**config.mk**
```make
export PLATFORM = sky130hd
export DESIGN_NAME = eth_dma_desc_sched
export DESIGN_NICKNAME = d
export VERILOG_FILES = /design/src/rtl/eth_dma_desc_sched.sv
export SDC_FILE = /design/constraint.sdc
export NUM_CORES = 1
export LEC_CHECK = 0
export BUFFER_PORTS_ARGS = -buffer_cell sky130_fd_sc_hd__buf_2
export CORE_MARGIN = 2
export CORE_UTILIZATION = 35
export CTS_BUF_LIST = sky130_fd_sc_hd__clkbuf_8
export DETAILED_ROUTE_END_ITERATION = 8
export PLACE_DENSITY_LB_ADDON = 0.2
export SLEW_MARGIN = 20
export SYNTH_ARGS = -nofsm -noshare
export SYNTH_HDL_FRONTEND = slang
export SYNTH_SLANG_ARGS = --single-unit
```
**constraint.sdc**
```tcl
create_clock -name clk -period 8.66 [get_ports clk]
set_input_delay 0.433 -clock clk [delete_from_list [all_inputs] [get_ports clk]]
set_output_delay 0.433 -clock clk [all_outputs]
set_load 0.02 [all_outputs]
```
**src/rtl/eth_dma_desc_sched.sv**
```systemverilog
// Per-channel DMA descriptor scheduler: queues software descriptors, issues them to one DMA
// engine under an in-flight limit, and turns completion status into irq pulses and counters.
module eth_dma_desc_sched #(
    parameter int DESC_DEPTH      = 8,
    parameter int MAX_OUTSTANDING = 4,
    parameter int ADDR_WIDTH      = 32,
    parameter int LEN_WIDTH       = 20,
    parameter int TAG_WIDTH       = 8
) (
    input  logic                          clk,
    input  logic                          rst,
    input  logic                          enable,
    input  logic                          flush,
    input  logic [ADDR_WIDTH-1:0]         s_desc_addr,
    input  logic [LEN_WIDTH-1:0]          s_desc_len,
    input  logic [TAG_WIDTH-1:0]          s_desc_tag,
    input  logic                          s_desc_valid,
    output logic                          s_desc_ready,
    output logic [ADDR_WIDTH-1:0]         m_desc_addr,
    output logic [LEN_WIDTH-1:0]          m_desc_len,
    output logic [TAG_WIDTH-1:0]          m_desc_tag,
    output logic                          m_desc_valid,
    input  logic                          m_desc_ready,
    input  logic [TAG_WIDTH-1:0]          s_status_tag,
    input  logic [3:0]                    s_status_error,
    input  logic                          s_status_valid,
    output logic                          irq_done,
    output logic                          irq_error,
    output logic [$clog2(DESC_DEPTH):0]   fifo_count,
    output logic [3:0]                    outstanding_count,
    output logic [15:0]                   done_count,
    output logic [TAG_WIDTH-1:0]          last_status_tag
);

    localparam int PW = $clog2(DESC_DEPTH);
    localparam logic [PW:0] DEPTH_C = (PW + 1)'(DESC_DEPTH);
    localparam logic [3:0] MAX_OUT_C = 4'(MAX_OUTSTANDING);

    typedef enum logic [1:0] {IDLE, ISSUE, FLUSH} state_e;

    state_e state_q, state_d;
    logic [PW:0] wr_ptr_q, wr_ptr_d, rd_ptr_q, rd_ptr_d;
    logic [ADDR_WIDTH-1:0] m_addr_q, m_addr_d;
    logic [LEN_WIDTH-1:0] m_len_q, m_len_d;
    logic [TAG_WIDTH-1:0] m_tag_q, m_tag_d;
    logic m_valid_q, m_valid_d;
    logic [3:0] outstanding_q, outstanding_d;
    logic irq_done_q, irq_done_d, irq_error_q, irq_error_d;
    logic [15:0] done_count_q, done_count_d;
    logic [TAG_WIDTH-1:0] last_tag_q, last_tag_d;

    logic [ADDR_WIDTH-1:0] addr_mem [DESC_DEPTH];
    logic [LEN_WIDTH-1:0]  len_mem  [DESC_DEPTH];
    logic [TAG_WIDTH-1:0]  tag_mem  [DESC_DEPTH];

    logic [PW:0] count;
    logic full, push, pop, drop, handshake, clear, status_ok;

    assign count        = wr_ptr_q - rd_ptr_q;
    assign full         = (count == DEPTH_C);
    assign s_desc_ready = !full && (state_q != FLUSH);
    assign push         = s_desc_valid && s_desc_ready;

    // Descriptor storage has no reset; only the pointers define what is live.
    always_ff @(posedge clk) begin
        if (push) begin
            addr_mem[wr_ptr_q[PW-1:0]] <= s_desc_addr;
            len_mem[wr_ptr_q[PW-1:0]]  <= s_desc_len;
            tag_mem[wr_ptr_q[PW-1:0]]  <= s_desc_tag;
        end
    end

    always_comb begin
        state_d   = state_q;
        m_addr_d  = m_addr_q;
        m_len_d   = m_len_q;
        m_tag_d   = m_tag_q;
        pop       = 1'b0;
        drop      = 1'b0;
        handshake = 1'b0;
        clear     = 1'b0;
        case (state_q)
            IDLE: begin
                if (flush) begin
                    state_d = FLUSH;
                    clear   = 1'b1;
                end else if (enable && (count != '0) && (outstanding_q < MAX_OUT_C)) begin
                    pop      = 1'b1;
                    m_addr_d = addr_mem[rd_ptr_q[PW-1:0]];
                    m_len_d  = len_mem[rd_ptr_q[PW-1:0]];
                    m_tag_d  = tag_mem[rd_ptr_q[PW-1:0]];
                    if (len_mem[rd_ptr_q[PW-1:0]] == '0) begin
                        drop = 1'b1;
                    end else begin
                        state_d = ISSUE;
                    end
                end
            end
            ISSUE: begin
                if (m_desc_ready) begin
                    handshake = 1'b1;
                    state_d   = IDLE;
                end
            end
            FLUSH: begin
                clear = 1'b1;
                if (!flush) begin
                    state_d = IDLE;
                end
            end
            default: state_d = IDLE;
        endcase
        m_valid_d = (state_d == ISSUE);
    end

    // A push accepted on the flush-entry cycle is discarded along with the rest of the queue.
    always_comb begin
        wr_ptr_d = wr_ptr_q;
        rd_ptr_d = rd_ptr_q;
        if (clear) begin
            wr_ptr_d = '0;
            rd_ptr_d = '0;
        end else begin
            if (push) wr_ptr_d = wr_ptr_q + 1'b1;
            if (pop)  rd_ptr_d = rd_ptr_q + 1'b1;
        end
    end

    always_comb begin
        status_ok     = s_status_valid && (outstanding_q != 4'd0);
        outstanding_d = outstanding_q + {3'b000, handshake} - {3'b000, status_ok};
        irq_done_d    = status_ok && (s_status_error == 4'h0);
        irq_error_d   = drop || (s_status_valid && ((outstanding_q == 4'd0) || (s_status_error != 4'h0)));
        done_count_d  = done_count_q;
        if (irq_done_d && (done_count_q != 16'hFFFF)) begin
            done_count_d = done_count_q + 16'd1;
        end
        last_tag_d = s_status_valid ? s_status_tag : last_tag_q;
    end

    always_ff @(posedge clk or posedge rst) begin
        if (rst) begin
            state_q       <= IDLE;
            wr_ptr_q      <= '0;
            rd_ptr_q      <= '0;
            m_addr_q      <= '0;
            m_len_q       <= '0;
            m_tag_q       <= '0;
            m_valid_q     <= 1'b0;
            outstanding_q <= 4'd0;
            irq_done_q    <= 1'b0;
            irq_error_q   <= 1'b0;
            done_count_q  <= 16'd0;
            last_tag_q    <= '0;
        end else begin
            state_q       <= state_d;
            wr_ptr_q      <= wr_ptr_d;
            rd_ptr_q      <= rd_ptr_d;
            m_addr_q      <= m_addr_d;
            m_len_q       <= m_len_d;
            m_tag_q       <= m_tag_d;
            m_valid_q     <= m_valid_d;
            outstanding_q <= outstanding_d;
            irq_done_q    <= irq_done_d;
            irq_error_q   <= irq_error_d;
            done_count_q  <= done_count_d;
            last_tag_q    <= last_tag_d;
        end
    end

    assign m_desc_addr       = m_addr_q;
    assign m_desc_len        = m_len_q;
    assign m_desc_tag        = m_tag_q;
    assign m_desc_valid      = m_valid_q;
    assign irq_done          = irq_done_q;
    assign irq_error         = irq_error_q;
    assign fifo_count        = count;
    assign outstanding_count = outstanding_q;
    assign done_count        = done_count_q;
    assign last_status_tag   = last_tag_q;

endmodule

```
==> impl_metrics.tcl <==
set metrics [dict create \
    status "finished clean" \
    endpoint "len_mem[6][10]" \
    grt_antenna_before_repair 4 \
    routedWlPerCell_um 21.6 \
    vdd_drop_max_uv 133 \
    ys_ff_latch 581 \
    wl_um 51400 \
    root_buffer "clkbuf_8" \
    rr_worst_depth 9 \
    die_w_um 257 \
    slew_viol_final 0 \
    yosys_warnings 0 \
    syn_inst 1174 \
    drv_cap 0 \
    synthSimpleGateAreaFrac 0.0374 \
    synth_area_leaders "edfxtp_1 65%, dfrtp_1 11%, mux4_2 11%" \
    die_h_um 257 \
    synth_mux_area_frac 0.135 \
    endpoint_kind "flop" \
    grt-ovfl-total 0 \
    fmax_ghz 0.208 \
    grt_max_degree 74 \
    synth_common_cells "480 x edfxtp_1, 115 x nand2_1, 108 x mux4_2" \
    post_cts_resized 0 \
    nets 1545 \
    num_vias 11712 \
    max_slew_margin 0.313 \
    cp_max_fo 52 \
    synthAdderAreaFrac 0.00852 \
    synthXorXnorAreaFrac 0.00745 \
    drcViolationCount 0 \
    grt_pass1_vias 12543 \
    grt_pass1_wl_um 78400 \
    synth_nets 1267 \
    io_pins 175 \
    area_growth_pct 19.2 \
    postCtsSetupBuffers 0 \
    ctsLongestPathBuffers 3 \
    first_pass_iters 4 \
    dpl.hpwl_um 28900 \
    synth.most_common_cell "edfxtp_1" \
    slowest_delay_ps 930 \
    timing_worst_slew_pin_value_ps 1030 \
    cts.sinks 581 \
    avgSynthCellArea_um2 19.0 \
    rows 92 \
    cts_tree "yes" \
    ys.flop_type "edfxtp_1" \
    worst_hold_path_type "input port to flop" \
    hp-start "s_desc_addr[9]" \
    routed_via_density 4.92 \
    coreArea_mm2 0.0631 \
    path_cells "inv_1 -> ha_1 -> nor2b_1 -> o21ai_0 -> a21oi_1 -> o311ai_2 -> or2_2 -> nor2_4 -> buf_4" \
    drive_above_1_share 0.313 \
    critPathLaunchType "flop" \
    fin_crit_sh 0.555 \
    path_buf_inv 2 \
    yosysTopAreaCell "edfxtp_1" \
    die_area_mm2 0.0658 \
    critical_path_depth 9 \
    p_leak_nw 9.52 \
    crit_required_ps 8950 \
    start_util 0.354 \
    worstReg2RegEnd "len_mem[6][10]" \
    synth.distinct_cells 46 \
    reg2reg_from "rd_ptr_q[1]" \
    dr.first_iter.drc_count 736 \
    cts.reportedPaths.clkPinSlew_ps 60 \
    period_needed_ps 4810 \
    yosys.area.top_type_share 0.645 \
    critPathLaunch "rd_ptr_q[1]" \
    syn-cell-area_mm2 0.0223 \
    seq_area_frac_synth 0.759 \
    rsz0062_at_grt "no" \
    ant_nets 0 \
    r2r_setup_slack_ps 3850 \
    critPathTopFamily "simple AND/OR/NAND/NOR gates" \
    globalplace.congestion 0.737 \
    fin_setup_tns_ps 0 \
    cellPowerDensity_mw_per_mm2 235 \
    synth_top_family_by_area "multiplexers" \
    htreeDepth 3 \
    cp.arrival_ps 5100 \
    track_usage 0.157 \
    synth_edf_count 480 \
    hold_violations 0 \
    setup_violations 0 \
    clock_skew_ps 22.9 \
    holdWs_ps 54.0 \
    synth_compound_area_frac 0.0351 \
    cpMaxStageDelayCell "dfrtp_4" \
    critPathKind "flop to flop" \
    async_reset_ff_frac 0.174 \
    cts_buffers 97 \
    insertion_delay_ps 680 \
    hold_buffers 48 \
    portBuffers 174 \
]
per-stage QoR:
step	util	cell area (µm²)	setup slack [ps]	total power, mW	instances
2_1_floorplan	-	22300	1240	3.61	1174
3_3_place_gp	0.383	24200	3830	3.87	2151
3_5_place_dp	0.383	24200	3730	3.88	2151
4_1_cts	0.422	26600	3690	6.36	2378
5_1_grt	0.422	26600	3420	6.54	2378
6_report	0.422	26600	3850	6.26	2379
layout make-up:
class | count | area [µm²]
antenna | 1 | 2.50
clock buffer | 114 | 1570
clock inverter | 65 | 408
fill | 5811 | 36500
inverter | 20 | 77.6
multi-input combinational | 513 | 5070
sequential | 581 | 17000
tap | 846 | 1060
timing repair buffer | 239 | 1480
sequential cells by signal (all words and copies together) (netlist names), 8 cells and up:
name / flops
last_status_tag: 8
len_mem: 160
m_desc_len: 20
m_desc_tag: 8
tag_mem: 64
addr_mem: 256
done_count: 16
m_desc_addr: 32
worst min path at each step:
stage	to	slack, ps	cells after the start
after global placement	m_desc_len[1]	470	2
after global routing	addr_mem[6][19]	20	1
after CTS	addr_mem[5][9]	0.2	1
after floorplan	m_desc_valid	500	1
final	addr_mem[5][9]	50	1
after detailed placement	m_desc_len[12]	470	2
power by group:
| group | switching, mW | internal [mW] |
|---|---|---|
| clock network | 1.09 | 1.35 |
| registers | 0.0873 | 3.16 |
| logic | 0.364 | 0.211 |
placed cells by master (no fill, tap or decap), types with 3 or more instances in the layout:
cell type      instances
and3_1                 4
mux2_2                26
o22ai_1                4
nor2_4                 8
mux2i_1               29
buf_2                174
edfxtp_1             480
clkinv_2               6
mux4_2               108
xor2_1                 8
nand2_1              115
o21ai_0                8
nand3_1               12
bufinv_16              5
a21oi_1               54
or3_1                  3
clkbuf_8             114
nor4_1                 4
dlygate4sd3_1         48
nor3_2                 3
o221ai_1               6
inv_1                 60
clkinv_1               7
dfrtp_1               98
buf_4                 16
nand2b_1               4
nor2_1                15
nor3_1                 5
xnor2_1               11
a21o_1                 5
a31oi_1               41
nand4_1                4
ha_1                  12
nor2b_1                3
worst reg2reg max path, stage by stage (launching register included):
cell and delay (ps):
dfrtp_4 930, inv_1 310, ha_1 360, nor2b_1 120, o21ai_0 100, a21oi_1 420, o311ai_2 360, or2_2 450
nor2_4 610, buf_4 740
cells by family after synthesis:
group | Yosys count
buffers and inverters | 80
AND/OR/NAND/NOR | 189
multiplexers | 163
XOR/XNOR | 19
AO/OA/AOI/OAI | 128
adder cells (fa/ha/maj) | 14
flip-flops | 581
per-layer routing:
metal,vias to the layer above,wire (µm),global-route usage
li1,5239,-,-
met1,6123,23300,0.215
met2,259,24900,0.253
met3,85,2250,0.0370
met4,6,927,0.0418
met5,-,33,0
(Power assumes the default switching activity.)
